File: config.mk
export PLATFORM = sky130hd
export DESIGN_NAME = uart_alu_if
export DESIGN_NICKNAME = d
export VERILOG_FILES = /design/src/rtl/uart_alu_if.sv
export SDC_FILE = /design/constraint.sdc
export NUM_CORES = 1
export LEC_CHECK = 0
export BUFFER_PORTS_ARGS = -buffer_cell sky130_fd_sc_hd__buf_2
export CORE_MARGIN = 5
export CORE_UTILIZATION = 51
export DETAILED_ROUTE_END_ITERATION = 10
export PLACE_DENSITY_LB_ADDON = 0.3
export SLEW_MARGIN = 30
export SYNTH_ARGS = -nofsm -noshare
export SYNTH_HDL_FRONTEND = slang
export SYNTH_SLANG_ARGS = --single-unit
File: constraint.sdc
create_clock -name i_clk -period 3.6 [get_ports i_clk]
set_clock_uncertainty 0.05 [all_clocks]
set_input_delay 0.36 -clock i_clk [delete_from_list [all_inputs] [get_ports i_clk]]
set_output_delay 0.36 -clock i_clk [all_outputs]
set_load 0.02 [all_outputs]
File: src/rtl/uart_alu_if.sv
// uart_alu_if: pulls operand A, operand B and opcode bytes from the uart rx FIFO, drives them to an
// external ALU and pushes the ALU result into the tx FIFO. Optional inter-byte timeout: UART_IF_TIMEOUT_EN.
module uart_alu_if #(
  parameter int DBIT           = 8,
  parameter int NB_OP          = 6,
  parameter int TIMEOUT_CYCLES = 2000000,
  parameter int TO_BIT         = 21
) (
  input  logic             i_clk,
  input  logic             i_reset,
  input  logic             i_rx_empty,
  input  logic [DBIT-1:0]  i_r_data,
  output logic             o_rd_uart,
  input  logic             i_tx_full,
  output logic             o_wr_uart,
  output logic [DBIT-1:0]  o_w_data,
  output logic [DBIT-1:0]  o_data_a,
  output logic [DBIT-1:0]  o_data_b,
  output logic [NB_OP-1:0] o_opcode,
  input  logic [DBIT-1:0]  i_alu_result,
  output logic             o_timeout
);

  typedef enum logic [2:0] {
    WAIT_A  = 3'd0,
    WAIT_B  = 3'd1,
    WAIT_OP = 3'd2,
    COMPUTE = 3'd3,
    SEND    = 3'd4
  } state_t;

  state_t           state_r;
  state_t           state_s;
  logic             rd_s;
  logic             wr_s;
  logic             expire_s;
  logic [DBIT-1:0]  data_a_r;
  logic [DBIT-1:0]  data_b_r;
  logic [DBIT-1:0]  result_r;
  logic [NB_OP-1:0] opcode_r;

`ifdef UART_IF_TIMEOUT_EN
  logic [TO_BIT-1:0] to_cnt_r;
  logic              waiting_s;

  // A byte present in the expiry cycle wins, so expiry requires an empty rx FIFO.
  assign waiting_s = (state_r == WAIT_B) || (state_r == WAIT_OP);
  assign expire_s  = waiting_s && i_rx_empty && (to_cnt_r == TO_BIT'(TIMEOUT_CYCLES - 1));

  // Inter-byte idle counter, running only while a frame is partially received.
  always_ff @(posedge i_clk or negedge i_reset) begin
    if (!i_reset) begin
      to_cnt_r <= {TO_BIT{1'b0}};
    end else if (waiting_s && i_rx_empty && !expire_s) begin
      to_cnt_r <= to_cnt_r + {{(TO_BIT-1){1'b0}}, 1'b1};
    end else begin
      to_cnt_r <= {TO_BIT{1'b0}};
    end
  end
`else
  assign expire_s = 1'b0;
`endif

  // Next-state and strobe decode; strobes are combinational so a pop lands in the consuming cycle.
  always_comb begin
    state_s = state_r;
    rd_s    = 1'b0;
    wr_s    = 1'b0;
    case (state_r)
      WAIT_A: begin
        if (!i_rx_empty) begin
          rd_s    = 1'b1;
          state_s = WAIT_B;
        end else begin
          state_s = WAIT_A;
        end
      end
      WAIT_B: begin
        if (!i_rx_empty) begin
          rd_s    = 1'b1;
          state_s = WAIT_OP;
        end else if (expire_s) begin
          state_s = WAIT_A;
        end else begin
          state_s = WAIT_B;
        end
      end
      WAIT_OP: begin
        if (!i_rx_empty) begin
          rd_s    = 1'b1;
          state_s = COMPUTE;
        end else if (expire_s) begin
          state_s = WAIT_A;
        end else begin
          state_s = WAIT_OP;
        end
      end
      COMPUTE: begin
        state_s = SEND;
      end
      SEND: begin
        if (!i_tx_full) begin
          wr_s    = 1'b1;
          state_s = WAIT_A;
        end else begin
          state_s = SEND;
        end
      end
      default: begin
        state_s = WAIT_A;
      end
    endcase
  end

  // State register.
  always_ff @(posedge i_clk or negedge i_reset) begin
    if (!i_reset) begin
      state_r <= WAIT_A;
    end else begin
      state_r <= state_s;
    end
  end

  // Operand, opcode and result capture; operands persist until the next frame overwrites them.
  always_ff @(posedge i_clk or negedge i_reset) begin
    if (!i_reset) begin
      data_a_r <= {DBIT{1'b0}};
      data_b_r <= {DBIT{1'b0}};
      opcode_r <= {NB_OP{1'b0}};
      result_r <= {DBIT{1'b0}};
    end else begin
      if (rd_s && (state_r == WAIT_A)) begin
        data_a_r <= i_r_data;
      end
      if (rd_s && (state_r == WAIT_B)) begin
        data_b_r <= i_r_data;
      end
      if (rd_s && (state_r == WAIT_OP)) begin
        opcode_r <= i_r_data[NB_OP-1:0];
      end
      if (state_r == COMPUTE) begin
        result_r <= i_alu_result;
      end
    end
  end

  assign o_rd_uart = rd_s;
  assign o_wr_uart = wr_s;
  assign o_w_data  = result_r;
  assign o_data_a  = data_a_r;
  assign o_data_b  = data_b_r;
  assign o_opcode  = opcode_r;
  assign o_timeout = expire_s;

endmodule

---- Word level (Yosys, flattened, before mapping) ----
Cells that the tools add are included.
storage, ports and cells
  register bits after elaboration ......... 33
  input port bits ......................... 20
  output and inout bits ................... 33
  logic and storage cells ................. 23
cells by class
  eq/ne operators ......................... 4
  muxes and demuxes ....................... 9
  reduce and logical (&&, ||, !) cells .... 5
operator list
  cell                count
  $pmux 3 s5          1
  $eq 3x2->1 const B  2
  $mux 1              6
  $eq 3x1->1 const B  1
  $eq 3x3->1 const B  1
  $logic_and 1x1->1   3
  $logic_not 3->1     1
  $mux 3              1
  $reduce_or 3->1     1
  $mux 2              1

---- Longest topological paths before layout ----
Gate-level depths: netlist of the first run.
  depth after elaboration ................. 4
  depth in mapped cells ................... 3

---- Worst setup path after synthesis of the first run ----
No wires, ideal clock.
  kind .................................... reg-to-output
  from .................................... register state_r[0]
  to ...................................... output o_wr_uart
  arrival time ............................ 1292 ps
  path slack .............................. 1898 ps
  cell stages (with the launch flop) ...... 3
  cell sequence ........................... dfrtp_1 buf_6 nor4b_1
on the way
  longest elaborated chain between the ends .. 2
RTL lines
  what                    line  text
  from (decl)             32    state_t state_r;
  from (signal assigned)  120   state_r <= state_s;
  $eq 3x3->1              69    case (state_r)
  $mux 1                  69
  to (decl)               15    output logic o_wr_uart,
No other way between the ends.

---- Worst setup path after layout of the first run ----
  from .................................... register state_r[2]
  to ...................................... output o_wr_uart
Same word-level chain as after synthesis.

==> results by group, run 1 <==
Outcome
  – Status: completed

Power
  – Clock share of power: 16.6%
  – Leak: 0.8007 nW
  – Sw Pwr: 653.1 uW
  – Cell area power density: 1015 nW/um^2
  – Combinational Power Share: 43.5%
  – Sequential share of power: 39.9%
  – Cell internal pwr: 1.064 mW
  – Switching fraction of total power: 38.04%
  – VDD IR max: 0.6223 mV

Drt
  – Vias post-DR: 872
  – First-pass iteration count of the detailed router: 4
  – Iter 0 DRT Violations: 34
  – Routed Antenna Nets: 0
  – DRC Markers: 0
  – Via/cell ratio: 5.222
  – Routed Wire Length: 2640 um
  – Routed wire per std cell: 15.81 um

STA
  – Min setup slack post-route: 1707 ps
  – Relative slew slack: 52.75%
  – Max-slew violation total from the final report: 0
  – Slew @ Worst Pin: 708.8 ps
  – Hold Violations, Final: 0
  – Final setup viols: 0
  – RSZ-0062 raised after global routing: false
  – Setup TNS: 0 ps
  – Achievable Freq: 528.2 MHz
  – Final worst path period share: 52.59%
  – Min Tclk post-route: 1893 ps

Place
  – Routability cong.: 0.6825
  – Detailed Place HPWL: 1960 um
  – Placed insts: 159
  – Pre-CTS WS: 1829 ps
  – DP Area: 1607 um^2
  – Port Buffer Count: 51

Worst setup path
  – Largest stage delay, worst path: 620 ps
  – CP Capture Type: primary output
  – CP Max Fanout: 9
  – CP cell instances: nor4b_1, buf_2
  – CP required: 3190 ps
  – Worst Path Arrival: 1480 ps
  – CP Class: register to primary output
  – Slowest CP cell: dfrtp_1
  – Crit start category: register

Final layout
  – Post-layout instance area: 1692 um^2
  – Filler cell count: 184
  – Share of cells above drive strength 1: 67.88%
  – Area grow syn2layout: 24.38%
  – Nets: 156
  – Final core occ: 67.06%
  – Number of diodes: 0
  – Final std cells w/o fill: 167

CTS
  – TritonCTS Buffers: 5
  – Post CTS Setup Buffer Count: 0
  – Hold Buf Count CTS: 0
  – Root buffer cell: clkbuf_4
  – Clock-pin transition on the worst setup and hold timing paths: 100 ps
  – Worst-skew pair later-pin latency: 330 ps
  – CTS H-tree lvls: 2
  – TritonCTS clock tree: yes
  – Clock sink count: 33
  – Post_cts resized: 0
  – Clk buf depth: 2

Floorplan
  – Initial Util: 53.92%
  – DIE WIDTH: 61.64 um
  – Die H: 61.64 um
  – Rows: 18
  – Full die area: 3799 um^2
  – Core area: 2522 um^2
  – I/O pin count: 53

Synth
  – Post-Syn Area: 1360 um^2
  – Gate Count Post-Synth: 83
  – Yosys warning count: 0
  – Seq/Total Area, Yosys: 60.72%
  – Yosys cell types: 17
  – Post-synth EDFFs: 0
  – Mean Syn Cell Area: 16.39 um^2
  – FF+latch count, synth: 33
  – Async SR Flop Fraction: 100.0%
  – Synth Flop Type: dfrtp_1
  – Syn nets: 103

GRT
  – Number of global-route vias before repair: 931
  – Global-route usage over all layers: 16.12%
  – First-pass GRT wire length: 4264 um
  – Pin count of the biggest net entering global routing: 34
  – Grt ovf: 0
  – Initial antenna violation count: 0

Run
  – MaxCap Viol Count: 0

Hold path
  – Type of the most critical hold path: input pin to asynchronous set/reset pin
-- area by class of cell --
class	instances	area (um^2)	share of cell area (%)
clock buffer	7	55.05	3.254
clock inverter	1	30.03	1.775
multi-input combinational	45	488.0	28.85
sequential	33	825.8	48.82
tap	30	37.54	2.219
timing repair buffer	51	255.2	15.09
-- critical path, delay by kind of cell (launching register included) --
family | cells | cell delay [ps]
simple gates | 1 | 310
flops | 1 | 620
buf+inv | 1 | 220
-- routing by layer --
metal  vias up  global-route usage [%]  part of all wire [%]
met5         -                       0                     0
met4         0                   9.091                   2.1
met3         7                   5.870                   8.6
met2        27                   25.71                    49
met1       435                   18.72                    40
li1        403                       -                     -
-- cell usage after synthesis (2+ instances only) --
cell type	number	area [um^2]
nand3b_1	2	15.01
buf_6	3	33.78
dfrtp_1	33	825.8
a21oi_1	2	10.01
nor4b_4	2	47.55
mux2_2	30	337.8
-- path summary, 6_finish.rpt --
path	start	to	slack [ps]	cells past startpoint
max in group asynchronous	i_reset	o_w_data[7]$_DFFE_PN0N_	3020	1
worst min-delay path	i_reset	o_data_a[2]$_DFFE_PN0P_	20	1
worst max register to register	state_r[0]$_DFF_PN0_	o_data_a[1]$_DFFE_PN0P_	1820	2
min in group i_clk	i_alu_result[4]	o_w_data[4]$_DFFE_PN0N_	210	2
worst min register to register	o_data_b[1]$_DFFE_PN0P_	o_data_b[1]$_DFFE_PN0P_	460	1
worst max-delay path	state_r[2]$_DFF_PN0_	o_wr_uart	1710	2
-- state kept, by name, summed over array words and instances (netlist names) --
| register | cells |
|---|---|
| o_opcode | 6 |
| o_w_data | 8 |
| state_r | 3 |
| o_data_b | 8 |
| o_data_a | 8 |
-- cells in the final DEF, fill, tap and decap left out --
master      n
buf_2      51
dfrtp_1    33
mux2_2     30
clkbuf_4    5
a21oi_1     2
nand3b_1    2
nor4b_4     2
nand2b_1    1
or3b_2      1
or2_2       1
nand4bb_1   1
nand2_1     1
a211oi_1    1
nor4b_1     1
nor4_4      1
conb_1      1
clkbuf_1    1
clkbuf_8    1
bufinv_16   1
-- cell families (layout without fill, tap and decap cells) --
kind of cell	count (synthesis)	after routing	share of synthesized area (%)
multiplexers	30	30	24.84
AND/OR/NAND/NOR	11	11	9.476
other	1	1	0.2757
AO/OA/AOI/OAI	3	3	1.288
flip-flops	33	33	60.72
buffers and inverters	5	59	3.404
-- metrics by stage --
stage          hold WS [ps]  power [mW]
2_1_floorplan         14.41       1.220
3_3_place_gp          389.6       1.424
3_5_place_dp          406.3       1.451
4_1_cts               40.06       1.740
5_1_grt               52.92       1.829
6_report              18.81       1.717
-- power by group through the flow --
stage	clock, mW	sequential, mW	combinational [mW]
global placement	0	0.680	0.744
CTS	0.293	0.685	0.762
floorplan	0	0.868	0.352
detailed placement	0	0.691	0.761
finish	0.285	0.684	0.747
global route	0.313	0.715	0.802
No activity file was read; power rests on OpenSTA's default activity.
==> inputs of run 2 (changes only) <==
--- a/config.mk
+++ b/config.mk
@@ -7,7 +7,7 @@
 export LEC_CHECK = 0
 export BUFFER_PORTS_ARGS = -buffer_cell sky130_fd_sc_hd__buf_2
 export CORE_MARGIN = 5
-export CORE_UTILIZATION = 51
+export CORE_UTILIZATION = 43
 export DETAILED_ROUTE_END_ITERATION = 10
 export PLACE_DENSITY_LB_ADDON = 0.3
 export SLEW_MARGIN = 30
==> constraint.sdc (replaced) <==
create_clock -name i_clk -period 1.6 [get_ports i_clk]
set_clock_uncertainty 0.05 [all_clocks]
set_input_delay 0.16 -clock i_clk [delete_from_list [all_inputs] [get_ports i_clk]]
set_output_delay 0.16 -clock i_clk [all_outputs]
set_load 0.02 [all_outputs]
==> run 2 against run 1 <==
Combinational power increased to 2.5 times the previous value. Clock-buffer cell count decreased by 2. Register-to-register slack got worse by 1800 ps. Via count increased by 5.7%. Sequential share of layout area decreased by 3.2 points. Die area increased by 15%. Critical path type is now register to register. Critical endpoint is now o_data_a[0]$_DFFE_PN0P_.
==> results by group, run 2 (same netlist as run 1, synthesis figures left out) <==
Outcome
  – Status: completed

Power
  – Leak: 0.8524 nW
  – Overall power: 3.800 mW
  – VDD IR max: 1.061 mV
  – Cell area power density: 2087 nW/um^2

CTS
  – Worst-skew pair later-pin latency: 330 ps
  – CTS H-tree lvls: 2
  – Clock-pin transition on the worst setup and hold timing paths: 90 ps
  – Root buffer cell: clkbuf_4
  – TritonCTS clock tree: yes
  – Clock sink count: 33
  – TritonCTS Buffers: 5
  – Clk buf depth: 2

Run
  – MaxCap Viol Count: 0

Final layout
  – Most common cell after layout, fill and taps aside: buf_2
  – Nets: 170
  – Post-layout instance area: 1821 um^2
  – Share of cells above drive strength 1: 69.80%
  – Final std cells w/o fill: 193
  – Area grow syn2layout: 33.85%
  – Filler cell count: 264
  – Sequential cell area: 829.5 um^2
  – Multi-input gate area: 503.0 um^2
  – Number of diodes: 0
  – Final core occ: 59.63%
  – Most frequent cells in the layout: buf_2 (50), mux2_2 (30), dfrtp_1 (30), buf_4 (8), dlygate4sd3_1 (6)

GRT
  – GRT busiest layer: met2
  – Met3 Usage GRT: 6.463%
  – Number of global-route vias before repair: 1004
  – First-pass GRT wire length: 4664 um
  – Initial antenna violation count: 0
  – Grt ovf: 0
  – Met2 Track Usage GR: 24.16%
  – Pin count of the biggest net entering global routing: 34
  – Routing usage on met1: 16.21%
  – Global-route usage over all layers: 14.28%

STA
  – RSZ-0062 raised after global routing: false
  – Hold Violations, Final: 0
  – Max-slew violation total from the final report: 0
  – Slew @ Worst Pin: 699.5 ps
  – Relative slew slack: 53.36%
  – Min Tclk post-route: 1549 ps
  – Setup TNS: 0 ps
  – Achievable Freq: 645.7 MHz
  – Min setup slack post-route: 51.30 ps
  – Hold Slack: 5.211 ps
  – Final setup viols: 0
  – Final worst path period share: 96.79%

Floorplan
  – Full die area: 4388 um^2
  – Die H: 66.24 um
  – I/O pin count: 53
  – Initial Util: 44.55%
  – DIE WIDTH: 66.24 um
  – Rows: 20
  – Core area: 3053 um^2

Worst setup path
  – CP Class: register to register
  – Worst Path Arrival: 1720 ps
  – CP required: 1770 ps
  – Reg2reg setup slack: 50 ps
  – Crit start category: register
  – Worst reg2reg startpoint: state_r[0]$_DFF_PN0_
  – Worst R2R Path Depth: 4
  – Reg-to-reg critical path endpoint: o_data_a[0]$_DFFE_PN0P_
  – CP Capture Type: register
  – CP Max Fanout: 5

Place
  – Pre-CTS WS: 22.26 ps
  – DP Area: 1689 um^2
  – Port Buffer Count: 51
  – Placed insts: 180
  – Routability cong.: 0.7718
  – Detailed Place HPWL: 2059 um

Drt
  – DRC Markers: 0
  – Routed Antenna Nets: 0
  – Routed Wire Length: 2782 um
  – First-pass iteration count of the detailed router: 4
  – Routed wire per std cell: 14.41 um
  – Vias post-DR: 922
  – Iter 0 DRT Violations: 30
  – Via/cell ratio: 4.777

Hold path
  – Worst hold endpoint: o_w_data[0]$_DFFE_PN0N_
  – Worst Min Path Start: i_alu_result[0]
  – Hold depth: 2
  – Type of the most critical hold path: input pin to register
==> run 2: cell count changes in the layout (fill, tap and decap cells not counted), moves of 3 or more <==
cell and delta:
dfrtp_2 +3, dlygate4sd3_1 +6, buf_4 +8, dfrtp_1 -3
==> run 2: routing by layer <==
| metal | share of wire [%] | routed length, um |
|---|---|---|
| met1 | 38 | 1071 |
| met2 | 53 | 1470 |
| met3 | 7.2 | 199 |
| met4 | 1.4 | 40 |
| met5 | 0 | 0 |
==> run 2: how the worst max path moves through the flow <==
stage / slack, ps / startpoint / depth (start not counted) / to
6_report: 50 / state_r[0]$_DFF_PN0_ / 4 / o_data_a[0]$_DFFE_PN0P_
5_1_grt: 0.1 / state_r[0]$_DFF_PN0_ / 4 / o_data_a[6]$_DFFE_PN0P_
4_1_cts: 6 / state_r[1]$_DFF_PN0_ / 3 / o_data_b[0]$_DFFE_PN0P_
3_5_place_dp: 20 / state_r[1]$_DFF_PN0_ / 3 / o_data_b[0]$_DFFE_PN0P_
3_3_place_gp: 100 / state_r[1]$_DFF_PN0_ / 3 / o_data_a[0]$_DFFE_PN0P_
2_1_floorplan: 80 / state_r[0]$_DFF_PN0_ / 3 / o_data_a[0]$_DFFE_PN0P_
==> run 2: where the power goes <==
part | internal (mW) | switching (mW) | leakage (nW)
combinational | 0.887 | 0.983 | 0.438
clock | 0.152 | 0.249 | 0.0269
sequential | 1.26 | 0.267 | 0.388
total | 2.30 | 1.50 | 0.852
==> run 2: timing repair <==
action,4_1_cts,5_1_grt
endpoints found under the hold margin,37,1
cloned,0,0
buffers inserted,1,0
hold buffers,5,1
resized for setup,3,3
pin swaps,0,2
endpoints found under the setup margin,2,18
==> run 2: worst max-delay path, stage by stage (launching register included) <==
cell	delay (ps)
dfrtp_2	420
buf_4	160
nor4_4	290
buf_4	200
mux2_2	330
==> run 2: cell type report <==
| type | instances | share of cell area [%] |
|---|---|---|
| tap | 44 | 3.024 |
| clock buffer | 5 | 2.062 |
| timing repair buffer | 65 | 21.44 |
| multi-input combinational | 45 | 27.63 |
| sequential | 33 | 45.57 |
| clock inverter | 1 | 0.2749 |
==> inputs of run 3 (changes only) <==
--- a/config.mk
+++ b/config.mk
@@ -5,11 +5,12 @@
 export SDC_FILE = /design/constraint.sdc
 export NUM_CORES = 1
 export LEC_CHECK = 0
-export BUFFER_PORTS_ARGS = -buffer_cell sky130_fd_sc_hd__buf_2
+export BUFFER_PORTS_ARGS = -buffer_cell sky130_fd_sc_hd__buf_4
 export CORE_MARGIN = 5
 export CORE_UTILIZATION = 43
 export DETAILED_ROUTE_END_ITERATION = 10
 export PLACE_DENSITY_LB_ADDON = 0.3
+export SETUP_SLACK_MARGIN = 0.1
 export SLEW_MARGIN = 30
 export SYNTH_ARGS = -nofsm -noshare
 export SYNTH_HDL_FRONTEND = slang
==> run 3 against run 2 <==
Die area did not move. Global-route usage increased by 0.84 points. Via count grew 5.6%. Clock power rose by 8.0%. Wire length rose by 20%. Cell count increased by 4.1%. Register-to-register slack improved by 40 ps. Clock-buffer cell count up 3. Largest power group unchanged. Critical path type unchanged. Cell area rose by 13%. Sequential share of layout area is 5.2 points lower.
==> results by group, run 3 (same netlist as run 1, synthesis figures left out) <==
CTS
  – Clock sink count: 33
  – Clock-pin transition on the worst setup and hold timing paths: 90 ps
  – Worst-skew pair later-pin latency: 320 ps
  – Root buffer cell: clkbuf_4
  – CTS H-tree lvls: 2
  – TritonCTS Buffers: 5
  – TritonCTS clock tree: yes
  – Clk buf depth: 2

Worst setup path
  – CP Capture Type: register
  – CP required: 1770 ps
  – CP Max Fanout: 4
  – Worst Path Arrival: 1680 ps
  – CP Class: register to register
  – Crit start category: register

Power
  – Switching fraction of total power: 37.34%
  – Leak: 0.9685 nW
  – Sequential share of power: 36.2%
  – Cell internal pwr: 2.698 mW
  – Combinational Power Share: 53.7%
  – Cell area power density: 2096 nW/um^2
  – Clock share of power: 10.1%
  – VDD IR max: 1.169 mV
  – Sw Pwr: 1.608 mW

Floorplan
  – Initial Util: 44.55%
  – DIE WIDTH: 66.24 um
  – Full die area: 4388 um^2
  – Core area: 3053 um^2
  – I/O pin count: 53
  – Die H: 66.24 um
  – Rows: 20

Final layout
  – Nets: 176
  – Final core occ: 67.30%
  – Most common cell after layout, fill and taps aside: buf_4
  – Filler cell count: 228
  – Share of cells above drive strength 1: 67.52%
  – Most frequent cells in the layout: buf_4 (59), dfrtp_1 (30), mux2_4 (15), mux2_2 (15), dlygate4sd3_1 (10)
  – Area grow syn2layout: 51.06%
  – Final std cells w/o fill: 201
  – Number of diodes: 0

GRT
  – Initial antenna violation count: 0
  – Global-route usage over all layers: 15.12%
  – First-pass GRT wire length: 4843 um
  – Number of global-route vias before repair: 1026
  – Grt ovf: 0
  – Pin count of the biggest net entering global routing: 34

STA
  – RSZ-0062 raised after global routing: true
  – Achievable Freq: 661.0 MHz
  – Max-slew violation total from the final report: 0
  – Min setup slack post-route: 87.03 ps
  – Min Tclk post-route: 1513 ps
  – Final worst path period share: 94.56%
  – Hold Violations, Final: 0
  – Final setup viols: 0
  – Setup TNS: 0 ps

Drt
  – Routed wire per std cell: 16.68 um
  – Vias post-DR: 974
  – First-pass iteration count of the detailed router: 4
  – Iter 0 DRT Violations: 13
  – Via/cell ratio: 4.846
  – Routed Antenna Nets: 0
  – DRC Markers: 0
  – Routed Wire Length: 3352 um

Place
  – Placed insts: 180
  – Pre-CTS WS: 23.96 ps
  – Detailed Place HPWL: 2178 um
  – Port Buffer Count: 51
  – Routability cong.: 0.6995

Outcome
  – Status: completed

Hold path
  – Type of the most critical hold path: input pin to register

Run
  – MaxCap Viol Count: 0
==> run 3: path summary, 6_finish.rpt <==
kind	start	end	slack, ps	cells after the start
setup / recovery	state_r[0]$_DFF_PN0_	o_opcode[0]$_DFFE_PN0P_	90	4
hold / removal	i_r_data[6]	o_data_a[6]$_DFFE_PN0P_	20	2
setup reg to reg	state_r[0]$_DFF_PN0_	o_opcode[0]$_DFFE_PN0P_	90	4
hold reg to reg	o_w_data[5]$_DFFE_PN0N_	o_w_data[5]$_DFFE_PN0N_	470	1
max in group asynchronous	i_reset	state_r[1]$_DFF_PN0_	910	2
min in group asynchronous	i_reset	o_opcode[5]$_DFFE_PN0P_	270	2
==> run 3: cell type report <==
cell class                      count  area [um^2]  area share, %
Sequential cell                    33        829.5          40.38
Timing Repair Buffer               71        565.5          27.53
Multi-Input combinational cell     45        555.5          27.04
Tap cell                           44        55.05          2.680
Clock buffer                        8        48.80          2.375
==> run 3: routing by layer <==
metal  part of all wire, %  global-route usage [%]  vias to the layer above
met1                    38                   16.56                      501
li1                      -                       -                      441
met5                     0                       0                        -
met4                   2.0                   7.614                        0
met2                    55                   25.53                       26
met3                   4.8                   5.442                        6
==> run 3: through the flow <==
step / hold WS (ps) / power (mW) / cell area, um^2
3_3_place_gp: 69.60 / 3.555 / 1810
6_report: 23.17 / 4.306 / 2054
3_5_place_dp: 76.53 / 3.626 / 1810
4_1_cts: 0.6400 / 4.116 / 1928
5_1_grt: 0.6326 / 4.539 / 2054
2_1_floorplan: -185.6 / 2.749 / 1366
==> run 3: timing repair <==
action                     in CTS  in global routing
setup buffers                   2                  1
pin swaps                       2                  2
hold endpoints to repair       37                  5
hold buffers                    5                  5
resized for setup               4                 20
setup endpoints to repair      24                 31
==> run 3: power groups by stage <==
stage	registers, mW	logic (mW)	clock network, mW
final	1.56	2.31	0.433
after CTS	1.55	2.11	0.454
after global placement	1.55	2.00	0
after global routing	1.62	2.43	0.492
after floorplan	1.95	0.796	0
after detailed placement	1.58	2.04	0
==> run 3: critical path: stages (launching register included) <==
cell and delay, ps:
dfrtp_2 420, buf_4 160, nor4b_4 240, buf_4 190
mux2_2 340
